$ cat src/rtl/piso_serializer_if.sv
// Handshake and serial-output bundle for piso_serializer.
// Latency: n/a (wires only).
// Backpressure: din_ready from the slave gates acceptance of din/din_valid.
interface piso_serializer_if #(
  parameter int WIDTH = 8
);
  logic [WIDTH-1:0] din;
  logic             din_valid;
  logic             din_ready;
  logic             bit_en;
  logic             sout;
  logic             sout_valid;
  logic             done;

  // Producer / bit-clock side
  modport master (
    output din, din_valid, bit_en,
    input  din_ready, sout, sout_valid, done
  );

  // Serializer side
  modport slave (
    input  din, din_valid, bit_en,
    output din_ready, sout, sout_valid, done
  );
endinterface

$ cat src/rtl/piso_serializer.sv
// Parallel-in serial-out serializer; optional even-parity trailer via PISO_SERIALIZER_PARITY_EN.
// Latency: first bit on sout the cycle after acceptance; each bit held until bit_en.
// Backpressure: din_ready only in IDLE (and never during rst); a word needs one IDLE cycle between frames.
module piso_serializer #(
  parameter int WIDTH     = 8,
  parameter bit LSB_FIRST = 1'b1
) (
  input  logic               clk,
  input  logic               rst,
  piso_serializer_if.slave   bus
);

  localparam int CW = (WIDTH > 1) ? $clog2(WIDTH) : 1;

`ifdef PISO_SERIALIZER_PARITY_EN
  typedef enum logic [1:0] {IDLE, SHIFT, PARITY} state_t;
`else
  typedef enum logic [1:0] {IDLE, SHIFT} state_t;
`endif

  state_t           state_q, state_d;
  logic [WIDTH-1:0] sr_q, sr_d;      // bits still to be sent, next one at the output end
  logic [CW-1:0]    cnt_q, cnt_d;    // index of the data bit currently on sout
  logic             sout_q, sout_d;
  logic             vld_q, vld_d;
  logic             done_q, done_d;
`ifdef PISO_SERIALIZER_PARITY_EN
  logic             par_q, par_d;    // even parity of the loaded word
`endif

  // Next-state, shift and output-register logic
  always_comb begin
    state_d = state_q;
    sr_d    = sr_q;
    cnt_d   = cnt_q;
    sout_d  = sout_q;
    vld_d   = vld_q;
    done_d  = 1'b0;
`ifdef PISO_SERIALIZER_PARITY_EN
    par_d   = par_q;
`endif
    case (state_q)
      IDLE: begin
        if (bus.din_valid) begin
          // First bit goes straight to the output register; the rest wait in sr.
          state_d = SHIFT;
          cnt_d   = '0;
          vld_d   = 1'b1;
          sout_d  = LSB_FIRST ? bus.din[0] : bus.din[WIDTH-1];
          sr_d    = LSB_FIRST ? (bus.din >> 1) : (bus.din << 1);
`ifdef PISO_SERIALIZER_PARITY_EN
          par_d   = ^bus.din;
`endif
        end
      end
      SHIFT: begin
        if (bus.bit_en) begin
          if (cnt_q == CW'(WIDTH - 1)) begin
`ifdef PISO_SERIALIZER_PARITY_EN
            state_d = PARITY;
            sout_d  = par_q;
            vld_d   = 1'b1;
`else
            state_d = IDLE;
            sout_d  = 1'b0;
            vld_d   = 1'b0;
            done_d  = 1'b1;
`endif
          end else begin
            cnt_d  = cnt_q + 1'b1;
            sout_d = LSB_FIRST ? sr_q[0] : sr_q[WIDTH-1];
            sr_d   = LSB_FIRST ? (sr_q >> 1) : (sr_q << 1);
          end
        end
      end
`ifdef PISO_SERIALIZER_PARITY_EN
      PARITY: begin
        if (bus.bit_en) begin
          state_d = IDLE;
          sout_d  = 1'b0;
          vld_d   = 1'b0;
          done_d  = 1'b1;
        end
      end
`endif
      default: begin
        state_d = IDLE;
        sout_d  = 1'b0;
        vld_d   = 1'b0;
      end
    endcase
  end

  // State registers; synchronous reset overrides any transfer or bit_en
  always_ff @(posedge clk) begin
    if (rst) begin
      state_q <= IDLE;
      sr_q    <= '0;
      cnt_q   <= '0;
      sout_q  <= 1'b0;
      vld_q   <= 1'b0;
      done_q  <= 1'b0;
`ifdef PISO_SERIALIZER_PARITY_EN
      par_q   <= 1'b0;
`endif
    end else begin
      state_q <= state_d;
      sr_q    <= sr_d;
      cnt_q   <= cnt_d;
      sout_q  <= sout_d;
      vld_q   <= vld_d;
      done_q  <= done_d;
`ifdef PISO_SERIALIZER_PARITY_EN
      par_q   <= par_d;
`endif
    end
  end

  // Ready is withheld during reset so a word presented with rst is never taken.
  assign bus.din_ready  = (state_q == IDLE) && !rst;
  assign bus.sout       = sout_q;
  assign bus.sout_valid = vld_q;
  assign bus.done       = done_q;

endmodule

$ cat src/flat_wrapper.sv
// flat-port wrapper written by rule: the top's interface ports become plain ports
module piso_serializer_flat 
#(
  parameter int WIDTH     = 8,
  parameter bit LSB_FIRST = 1'b1
)
  (clk, rst, bus_din, bus_din_valid, bus_bit_en, bus_din_ready, bus_sout, bus_sout_valid, bus_done);
  piso_serializer_if #(.WIDTH(WIDTH)) bus_i ();
  input  logic clk;
  input  logic rst;
  input wire logic [$bits(bus_i.din)-1:0] bus_din;
  input wire logic [$bits(bus_i.din_valid)-1:0] bus_din_valid;
  input wire logic [$bits(bus_i.bit_en)-1:0] bus_bit_en;
  output wire logic [$bits(bus_i.din_ready)-1:0] bus_din_ready;
  output wire logic [$bits(bus_i.sout)-1:0] bus_sout;
  output wire logic [$bits(bus_i.sout_valid)-1:0] bus_sout_valid;
  output wire logic [$bits(bus_i.done)-1:0] bus_done;
  assign bus_i.din = bus_din;
  assign bus_i.din_valid = bus_din_valid;
  assign bus_i.bit_en = bus_bit_en;
  assign bus_din_ready = bus_i.din_ready;
  assign bus_sout = bus_i.sout;
  assign bus_sout_valid = bus_i.sout_valid;
  assign bus_done = bus_i.done;
  piso_serializer #(.WIDTH(WIDTH), .LSB_FIRST(LSB_FIRST)) u_core (.clk(clk), .rst(rst), .bus(bus_i));
endmodule
$ cat config.mk
export PLATFORM = sky130hd
export DESIGN_NAME = piso_serializer_flat
export DESIGN_NICKNAME = d
export VERILOG_FILES = /design/src/rtl/piso_serializer_if.sv /design/src/rtl/piso_serializer.sv /design/src/flat_wrapper.sv
export SDC_FILE = /design/constraint.sdc
export NUM_CORES = 1
export LEC_CHECK = 0
export CAP_MARGIN = 40
export CORE_AREA = 2 2 39 41
export CTS_BUF_LIST = sky130_fd_sc_hd__clkbuf_8
export CTS_CLUSTER_SIZE = 14
export DETAILED_ROUTE_END_ITERATION = 10
export DIE_AREA = 0 0 41 43
export GPL_TIMING_DRIVEN = 0
export PLACE_DENSITY_LB_ADDON = 0.2
export SLEW_MARGIN = 20
export SYNTH_ARGS = -nofsm -noshare
export SYNTH_HDL_FRONTEND = slang
export SYNTH_SLANG_ARGS = --single-unit
$ cat constraint.sdc
create_clock -name clk -period 1.87 [get_ports clk]
set_input_delay 0.374 -clock clk [delete_from_list [all_inputs] [get_ports clk]]
set_output_delay 0.374 -clock clk [all_outputs]
set_load 0.01 [all_outputs]
* Word-level counts from Yosys, hierarchy flattened
Index checks and enable logic that the tools add are counted.
** Word-level totals
- Logic and storage cells :: 44
- Register bits after elaboration :: 16
- Output and inout bits :: 4
- Input port bits :: 12
** Cells by class
- Bitwise operators :: 2
- Muxes and demuxes :: 21
- Equal/unequal tests :: 6
- $add $sub $neg :: 1
- Reductions and logical operators :: 8
** Operators with widths (number)
- $mux W8 :: 3
- $pmux W8 S2 :: 1
- $mux W3 :: 3
- $mux W1 :: 7
- $mux W2 :: 3
- $ne A2 B2 Y1 const B :: 3
- $pmux W3 S2 :: 1
- $pmux W1 S2 :: 2
- $pmux W2 S2 :: 1
- $reduce_and A4 Y1 :: 1
- $add A3 B1 Y3 const B :: 1
- $eq A3 B3 Y1 const B :: 1
- $reduce_and A3 Y1 :: 1
- $reduce_or A3 Y1 :: 1
- $eq A2 B1 Y1 const B :: 1
- $logic_not A2 Y1 :: 1
- $ne A2 B1 Y1 const B :: 1
- $not A1 Y1 :: 2
- $reduce_and A2 Y1 :: 1
- $reduce_bool A2 Y1 :: 1
- $logic_and A1 B1 Y1 :: 1
- $logic_not A1 Y1 :: 1

* Logic depth before layout (Yosys ltp)
Gate-level depths: netlist of the first run.
- Depth in word-level cells :: 4
- Mapped depth :: 6

* Least setup slack after synthesis of the first run
No wires, ideal clock.
- Path type :: flip-flop to flip-flop
- From :: register u_core.cnt_q[0]
- To :: register u_core.sr_q[1]
- Stages on the path, launching flop included :: 7
- Required time :: 1.791 ns
- Arrival :: 1.243 ns
- Slack :: 0.547 ns
- Buffers on the path :: 1
- Cells stage by stage :: dfxtp_1 -> ha_1 -> ha_1 -> and3b_1 -> buf_4 -> nor3_1 -> a211oi_2
** Between the ends
- Cells in the longest elaborated chain, start to end :: 3
** Ends and longest elaborated chain
- from (decl) :: RTL line piso_serializer.sv:23 : logic [CW-1:0] cnt_q, cnt_d;
- from (signal assigned) :: RTL line piso_serializer.sv:109 : cnt_q <= cnt_d;
- $eq A3 B3 Y1 :: RTL line piso_serializer.sv:58 : if (cnt_q == CW'(WIDTH - 1)) begin
- $ne A2 B2 Y1 (no source line)
- $reduce_and A4 Y1 (no source line)
- to (signal assigned) :: RTL line piso_serializer.sv:108 : sr_q <= sr_d;
- to (decl) :: RTL line piso_serializer.sv:22 : logic [WIDTH-1:0] sr_q, sr_d;
Every way passes these cells.
A chain may end at the register's enable or synchronous reset.

* Worst setup path in the final report of the first run
- From :: register u_core.vld_q (netlist: u_core.bus.sout_valid)
- To :: output port bus_sout_valid
** RTL lines
- from (decl) :: RTL line piso_serializer.sv:25 : logic vld_q, vld_d;
- from (signal assigned) :: RTL line piso_serializer.sv:111 : vld_q <= vld_d;
- to (decl) :: RTL line flat_wrapper.sv:16 : output wire logic [$bits(bus_i.sout_valid)-1:0] bus_sout_valid;
No word-level cell between the ends.

==> results of run 1 <==
-- layout make-up --
type | count | area (µm²) | area share, %
multi-input combinational | 46 | 348 | 40.6
sequential | 13 | 262 | 30.5
timing repair buffer | 15 | 151 | 17.7
clock buffer | 3 | 41.3 | 4.82
buffer | 4 | 31.3 | 3.65
tap | 16 | 20.0 | 2.34
clock inverter | 1 | 3.75 | 0.438
-- layer usage --
| layer | share of wire (%) | up-vias | GRT usage [%] |
|---|---|---|---|
| met3 | 6.8 | 3 | 9.42 |
| met4 | 1.8 | 0 | 10.0 |
| met2 | 45 | 12 | 27.2 |
| li1 | - | 268 | - |
| met1 | 46 | 243 | 22.2 |
| met5 | 0 | - | 0 |
-- cells in the mapped netlist --
| library cell | number |
|---|---|
| a211oi_2 | 7 |
| and3b_1 | 1 |
| a311oi_1 | 1 |
| buf_2 | 2 |
| nand2_1 | 3 |
| dfxtp_1 | 13 |
| buf_4 | 2 |
| nor2_1 | 4 |
| nand3b_1 | 2 |
| a211oi_1 | 1 |
| nand3_1 | 4 |
| nor3_1 | 6 |
| nand2b_1 | 2 |
| nor3b_1 | 1 |
| ha_1 | 2 |
| mux2i_1 | 6 |
| a21oi_1 | 3 |
| nor2b_1 | 2 |
| nand2_4 | 1 |
-- timing repair --
action,in CTS,in global routing
cloned,0,0
buffers inserted,0,0
setup endpoints to repair,1,1
resized for setup,3,2
-- worst min-delay path by stage --
stage	cells past startpoint	to	startpoint
2_1_floorplan	1	u_core.cnt_q[0]	rst
3_3_place_gp	2	u_core.sr_q[6]	u_core.sr_q[6]
3_5_place_dp	2	u_core.sr_q[6]	u_core.sr_q[6]
4_1_cts	2	u_core.sr_q[6]	u_core.sr_q[6]
5_1_grt	2	u_core.cnt_q[1]	u_core.cnt_q[1]
6_report	2	u_core.sr_q[6]	u_core.sr_q[6]
-- metrics by stage --
stage	area, µm²	std cells	setup WS (ns)	TNS, ns	total power (µW)
after detailed placement	803	94	-0.323	-0.323	441
after global placement	803	94	-0.321	-0.321	438
after floorplan	633	63	0.547	0	389
after global routing	857	98	0.271	0	724
after CTS	853	98	0.00163	0	700
final	857	98	0.308	0	688
-- flip-flops by register name (all words and copies together), names as in the netlist --
signal / cells
u_core.bus.sout: 1
u_core.sr_q: 7
u_core.cnt_q: 3
u_core.bus.sout_valid: 1
u_core.bus.done: 1
-- logic make-up (layout without fill, tap and decap cells) --
kind of cell	Yosys count	count (layout)	synth area share (%)
simple gates	26	26	22.7
flops	13	13	41.1
compound gates	12	12	18.8
mux	6	6	9.49
buf+inv	4	23	3.95
fa+ha+maj	2	2	3.95
-- worst register-to-register path, cell delays in order, from the launching register on --
cell,delay (ns)
dfxtp_1,0.34
ha_1,0.20
ha_1,0.21
and3b_1,0.21
buf_4,0.16
nor3_1,0.07
a211oi_2,0.19
-- where the power goes --
group	total (µW)	switching, µW	internal (µW)
Combinational	125	58.6	66.5
Clock	253	107	146
Sequential	310	12.9	297
Total	688	179	509
==> flow_metrics.env, run 1 <==
export IMPL_cts_tree="done"
export IMPL_grt_pass1_vias=521
export IMPL_crit_path_end_kind="primary output"
export IMPL_grt_pass1_wl_um=2170
export IMPL_syn_area_per_cell_um2=10.0
export IMPL_required_ns=1.50
export IMPL_synth_top_area_share_pct=41.1
export IMPL_wire_per_inst_um=13.2
export IMPL_grt_setup_unrepaired="no"
export IMPL_drc=0
export IMPL_postRouteAntennaNets=0
export IMPL_max_stage_delay_ns=0.55
export IMPL_fin_crit_sh_pct=83.5
export IMPL_power_density_nw_per_um2=802
export IMPL_regToRegEndpoint="u_core.sr_q[4]"
export IMPL_hp_class="reg2reg"
export IMPL_arrival_ns=1.19
export IMPL_p_leak_uw=0.000338
export IMPL_yosys_warnings=0
export IMPL_area_growth_pct=35.4
export IMPL_clock_skew_ns=0.00243
export IMPL_synth_largest_area_cell="dfxtp_1"
export IMPL_clk_transition_reported_paths_ns=0.05
export IMPL_r2r_slack_ns=0.41
export IMPL_ys_types=19
export IMPL_min_period_ns=1.56
export IMPL_ctsHoldBuffers=0
export IMPL_drtIter0Drc=10
export IMPL_status="complete, no violations"
export IMPL_cts_sinks=13
export IMPL_io_pins=16
export IMPL_crit_chain="clkdlybuf4s50_1"
export IMPL_nNetsFinal=97
export IMPL_num_vias=526
export IMPL_routabilityCongestion=0.730
export IMPL_cp_startpoint="u_core.bus.sout_valid"
export IMPL_initial_core_util_pct=45.8
export IMPL_critical_path_top_delay_family="buffers and inverters"
export IMPL_slew_headroom_pct=82.5
export IMPL_cts_root_buf="clkbuf_8"
export IMPL_totalWireLength_um=1300
export IMPL_grt_util_all_layers_pct=19.0
export IMPL_worstSetupPathType="reg2out"
export IMPL_syn_nets=77
export IMPL_path_depth=1
export IMPL_dieArea_um2=1760
export IMPL_final_cell_mix="clkdlybuf4s50_1 (13), dfxtp_1 (12), a211oi_2 (7), mux2i_1 (6), nor3_1 (6)"
export IMPL_place_hpwl_um=898
export IMPL_utilization_pct=61.9
export IMPL_antenna_cells=0
export IMPL_max_freq_mhz=640
export IMPL_clk_latency_ns=0.25
export IMPL_synth_area_um2=633
export IMPL_synth_seq_cells=13
export IMPL_tightest_slew_ns=0.262
export IMPL_synthTopCellsByArea="dfxtp_1 (41%), a211oi_2 (14%), mux2i_1 (9.5%)"
export IMPL_rows=14
export IMPL_htree_levels=1
export IMPL_fillers=145
export IMPL_cts_buffers=3
export IMPL_syn_inst=63
export IMPL_reg2regPathDepth=6
export IMPL_cp_max_fo=7
export IMPL_layout_commonest_cell="clkdlybuf4s50_1"
export IMPL_ir_drop_uv=466
export IMPL_setup_viol=0
export IMPL_reg2reg_from="u_core.cnt_q[0]"
export IMPL_yosysSeqAreaShare_pct=41.1
export IMPL_clock_path_buffers=2
export IMPL_finalHoldViolCount=0
export IMPL_viasPerCell=5.37
export IMPL_grt_max_degree=11
export IMPL_slew_violations=0
export IMPL_die_y_um=43
export IMPL_fp_coreArea_um2=1380
export IMPL_layout_drive_gt1_share_pct=19.5
export IMPL_antenna_found_initial=0
export IMPL_critPathSlowestCell="clkdlybuf4s50_1"
export IMPL_start_kind="flop"
export IMPL_die_w_um=41
export IMPL_firstDrtPassIters=4
export IMPL_numPortBuffers=15
export IMPL_maxCapViolCount=0
export IMPL_critPathCapture="bus_sout_valid"
export IMPL_overflow=0
export IMPL_holdWs_ns=0.469
export IMPL_critPathBufInv=1
(Power assumes the default switching activity.)
==> run 2: changes to the inputs <==
Settings changed: CORE_AREA 2 2 39 41 to not set, CORE_MARGIN set to 2, CORE_UTILIZATION set to 44, DIE_AREA 0 0 41 43 to not set.
Clock period 1.87 ns to 1.4 ns, I/O delays scaled along.
==> flow_metrics.env, run 2 (synthesis results as in run 1) <==
export IMPL_status="complete, no violations"
export IMPL_reg2regPathDepth=5
export IMPL_power_density_nw_per_um2=986
export IMPL_ir_drop_uv=606
export IMPL_wire_per_inst_um=14.6
export IMPL_fillers=112
export IMPL_die_w_um=41.9
export IMPL_place_hpwl_um=958
export IMPL_reg2reg_from="u_core.cnt_q[0]"
export IMPL_regMostFlops="u_core.sr_q"
export IMPL_largest_register_ffs=7
export IMPL_total_power_uw=915
export IMPL_cts_root_buf="clkbuf_8"
export IMPL_initial_core_util_pct=48.1
export IMPL_io_pins=16
export IMPL_regToRegEndpoint="u_core.sr_q[1]"
export IMPL_r2r_slack_ns=0.03
export IMPL_postRouteAntennaNets=0
export IMPL_cts_tree="done"
export IMPL_start_kind="flop"
export IMPL_rows=13
export IMPL_grt_util_all_layers_pct=18.5
export IMPL_setup_viol=0
export IMPL_layout_commonest_cell="clkdlybuf4s50_1"
export IMPL_fin_crit_sh_pct=98.1
export IMPL_area_growth_pct=46.6
export IMPL_crit_path_end_kind="flop"
export IMPL_grt_pass1_wl_um=2460
export IMPL_arrival_ns=1.49
export IMPL_htree_levels=1
export IMPL_firstDrtPassIters=3
export IMPL_p_leak_uw=0.000357
export IMPL_timing_setup_tns_ns=0
export IMPL_grt_setup_unrepaired="yes"
export IMPL_num_vias=564
export IMPL_die_y_um=41.9
export IMPL_required_ns=1.52
export IMPL_max_freq_mhz=728
export IMPL_hold_end="u_core.cnt_q[0]"
export IMPL_ctsHoldBuffers=0
export IMPL_clk_latency_ns=0.24
export IMPL_fp_coreArea_um2=1320
export IMPL_grt_pass1_vias=564
export IMPL_top_regs="u_core.sr_q x7, u_core.cnt_q x3"
export IMPL_regArea_um2=267
export IMPL_hp_class="in2reg"
export IMPL_finalHoldViolCount=0
export IMPL_cts_buffers=3
export IMPL_multi_input_area_um2=384
export IMPL_slew_headroom_pct=81.9
export IMPL_antenna_found_initial=0
export IMPL_numPortBuffers=15
export IMPL_final_cell_mix="clkdlybuf4s50_1 (11), dfxtp_1 (10), a211oi_2 (7), mux2i_1 (6), buf_4 (5)"
export IMPL_viasPerCell=5.53
export IMPL_clock_skew_ns=0.000536
export IMPL_place_area_um2=802
export IMPL_clock_path_buffers=2
export IMPL_grt_max_degree=11
export IMPL_totalWireLength_um=1490
export IMPL_clk_transition_reported_paths_ns=0.05
export IMPL_slew_violations=0
export IMPL_min_period_ns=1.37
export IMPL_worstHoldStart="rst"
export IMPL_drtIter0Drc=9
export IMPL_drc=0
export IMPL_tightest_slew_ns=0.271
export IMPL_maxCapViolCount=0
export IMPL_layout_drive_gt1_share_pct=34.5
export IMPL_nNetsFinal=102
export IMPL_overflow=0
export IMPL_antenna_cells=0
export IMPL_routabilityCongestion=0.731
export IMPL_cts_sinks=13
export IMPL_cp_max_fo=7
export IMPL_worstSetupPathType="reg2reg"
export IMPL_fin_area_um2=928
export IMPL_dieArea_um2=1760
export IMPL_worstHoldPathCells=2
==> run 2: changes by cell type in the layout (fill, tap and decap cells not counted), sizes merged <==
cell / previous run / this run
dlymetal6s2s: 1 / 0
dlygate4sd2: 1 / 2
buf: 4 / 9
clkdlybuf4s50: 13 / 11
clkbuf: 3 / 5
==> run 2: layout make-up <==
| class | instances | share of cell area, % |
|---|---|---|
| Buffer | 4 | 4.18 |
| Clock buffer | 3 | 4.45 |
| Clock inverter | 1 | 0.404 |
| Multi-Input combinational cell | 46 | 41.4 |
| Sequential cell | 13 | 28.7 |
| Tap cell | 15 | 2.02 |
| Timing Repair Buffer | 20 | 18.9 |
==> run 2: timing repair <==
action,CTS,global route
resized for setup,18,6
gates cloned,1,0
pin swaps,2,5
setup endpoints to repair,10,8
setup buffers,3,1
==> run 2: worst max-delay path, cell delays in order (launching register included) <==
cell and delay, ns:
dfxtp_2 0.34, ha_4 0.16, ha_4 0.16, nand3b_1 0.28, nand2_4 0.22, a211oi_2 0.09
==> run 2: power by group <==
group	internal [µW]	switching (µW)
Clock	193	126
Combinational	94.3	85.3
Sequential	396	19.9
==> run 2: how the worst max path moves through the flow <==
stage	endpoint	startpoint	slack (ns)	cells after the start
3_3_place_gp	bus_din_ready	rst	-0.61	4
2_1_floorplan	u_core.sr_q[1]	u_core.cnt_q[0]	0.08	6
3_5_place_dp	bus_din_ready	rst	-0.61	4
4_1_cts	bus_din_ready	u_core.bus.sout_valid	0.008	3
6_report	u_core.sr_q[1]	u_core.cnt_q[0]	0.03	5
5_1_grt	u_core.sr_q[1]	u_core.cnt_q[1]	-0.008	5
==> run 2: through the flow <==
step	worst slack (ns)	util, %	hold WS [ns]	cells
floorplan	0.0771	-	0.345	63
global placement	-0.605	60.9	0.457	93
detailed placement	-0.607	60.9	0.462	93
CTS	0.00795	68.9	0.439	101
global route	-0.00816	70.5	0.305	102
finish	0.0273	70.5	0.301	102
==> run 2: routing by layer <==
layer | vias up | share of wire (%) | GRT usage, %
met3 | 2 | 4.8 | 3.91
met5 | - | 0 | 0
met2 | 13 | 48 | 29.1
met1 | 272 | 47 | 23.6
met4 | 0 | 0.34 | 9.68
li1 | 277 | - | -
==> run 3: changes to the inputs <==
Settings changed: CORE_UTILIZATION 44 to 41, CTS_BUF_LIST sky130_fd_sc_hd__clkbuf_8 to not set.
==> flow_metrics.env, run 3 (synthesis results as in run 1) <==
export IMPL_status="complete, no violations"
export IMPL_clk_latency_ns=0.27
export IMPL_ir_drop_uv=605
export IMPL_min_period_ns=1.35
export IMPL_cts_tree="done"
export IMPL_rows=14
export IMPL_die_w_um=43.3
export IMPL_slew_violations=0
export IMPL_fin_crit_sh_pct=96.6
export IMPL_final_setup_worst_slack_ns=0.0476
export IMPL_critical_path_top_delay_family="flip-flops"
export IMPL_final_cell_mix="dfxtp_1 (11), clkdlybuf4s50_1 (10), a211oi_2 (7), mux2i_1 (6), nor3_2 (6)"
export IMPL_place_area_um2=803
export IMPL_wire_per_inst_um=14.0
export IMPL_viasPerCell=5.43
export IMPL_nNetsFinal=100
export IMPL_timing_setup_tns_ns=0
export IMPL_max_stage_delay_ns=0.35
export IMPL_top_regs="u_core.sr_q x7, u_core.cnt_q x3"
export IMPL_cp_max_fo=5
export IMPL_num_vias=548
export IMPL_totalWireLength_um=1420
export IMPL_critPathSlowestCell="dfxtp_2"
export IMPL_clock_skew_ns=0.00556
export IMPL_htree_levels=1
export IMPL_tightest_slew_ns=0.269
export IMPL_numPortBuffers=15
export IMPL_critPathBufInv=1
export IMPL_fin_area_um2=921
export IMPL_place_hpwl_um=858
export IMPL_largest_register_ffs=7
export IMPL_cts_sinks=13
export IMPL_arrival_ns=1.55
export IMPL_crit_chain="ha_4 -> ha_4 -> and3b_2 -> buf_6 -> nor3_2 -> a211oi_2"
export IMPL_postRouteAntennaNets=0
export IMPL_grt_pass1_vias=526
export IMPL_io_pins=16
export IMPL_p_leak_uw=0.000346
export IMPL_fp_coreArea_um2=1470
export IMPL_dp_slack_ns=-0.596
export IMPL_slew_headroom_pct=82.0
export IMPL_hp_class="in2reg"
export IMPL_grt_util_all_layers_pct=16.6
export IMPL_antenna_cells=0
export IMPL_firstDrtPassIters=4
export IMPL_maxCapViolCount=0
export IMPL_cts_buffers=3
export IMPL_grt_max_degree=11
export IMPL_start_kind="flop"
export IMPL_cpMostUsedCell="ha_4"
export IMPL_required_ns=1.60
export IMPL_antenna_found_initial=0
export IMPL_routabilityCongestion=0.706
export IMPL_clk_transition_reported_paths_ns=0.08
export IMPL_regMostFlops="u_core.sr_q"
export IMPL_drtIter0Drc=4
export IMPL_layout_drive_gt1_share_pct=35.3
export IMPL_utilization_pct=62.6
export IMPL_dieArea_um2=1870
export IMPL_setup_viol=0
export IMPL_finalHoldViolCount=0
export IMPL_area_growth_pct=45.5
export IMPL_cts_root_buf="clkbuf_4"
export IMPL_overflow=0
export IMPL_power_density_nw_per_um2=902
export IMPL_holdWs_ns=0.466
export IMPL_grt_pass1_wl_um=2300
export IMPL_clock_path_buffers=2
export IMPL_crit_path_end_kind="flop"
export IMPL_layout_commonest_cell="dfxtp_1"
export IMPL_initial_core_util_pct=43.0
export IMPL_die_y_um=43.3
export IMPL_drc=0
export IMPL_worstSetupPathType="reg2reg"
export IMPL_max_freq_mhz=739
==> run 3: cell count changes in the layout (fill, tap and decap cells not counted), sizes merged <==
| cell | change |
|---|---|
| inv | -1 |
| clkbuf | -1 |
| dlygate4sd2 | +2 |
| clkdlybuf4s50 | -1 |
| buf | -1 |
==> run 3: worst reg2reg max path, stage by stage (launching register included) <==
cell and delay (ns):
dfxtp_2 0.35, ha_4 0.16, ha_4 0.16, and3b_2 0.26, buf_6 0.13, nor3_2 0.04
a211oi_2 0.18
==> run 3: cell type report <==
class	count	area (µm²)
Buffer	4	38.8
Clock buffer	4	26.3
Fill cell	133	551
Multi-Input combinational cell	46	404
Sequential cell	13	265
Tap cell	16	20.0
Timing Repair Buffer	18	166
==> run 3: stage by stage <==
stage                     instances  total power, µW
after floorplan                  63              520
after global placement           94              585
after detailed placement         94              586
after CTS                        99              823
after global routing            101              872
final                           101              830
==> run 3: path summary, 6_finish.rpt <==
kind	startpoint	to	slack, ns	cells past startpoint
max	u_core.cnt_q[0]	u_core.sr_q[0]	0.05	6
min	rst	u_core.sr_q[0]	0.47	2
max reg2reg	u_core.cnt_q[0]	u_core.sr_q[0]	0.05	6
min reg2reg	u_core.sr_q[6]	u_core.sr_q[6]	0.47	2
==> run 3: timing repair <==
action                     4_1_cts  5_1_grt
hold buffers                     0        0
setup buffers                    0        2
cloned                           1        0
setup endpoints to repair       11        7
gates resized for setup         18        9
pin swaps                        0        3
==> run 3: report_power, final <==
part	total, µW	internal, µW	switching [µW]	leakage [µW]
combinational	183	98.4	84.7	0.000223
clock	231	110	121	0.0000150
sequential	416	395	21.1	0.000108
total	830	604	226	0.000346
==> run 3: metal layers <==
| layer | vias to the layer above | track usage, % | wire length (µm) |
|---|---|---|---|
| li1 | 279 | - | - |
| met3 | 2 | 2.98 | 92 |
| met1 | 253 | 23.5 | 641 |
| met5 | - | 0 | 0 |
| met4 | 0 | 10.9 | 18 |
| met2 | 14 | 22.4 | 663 |
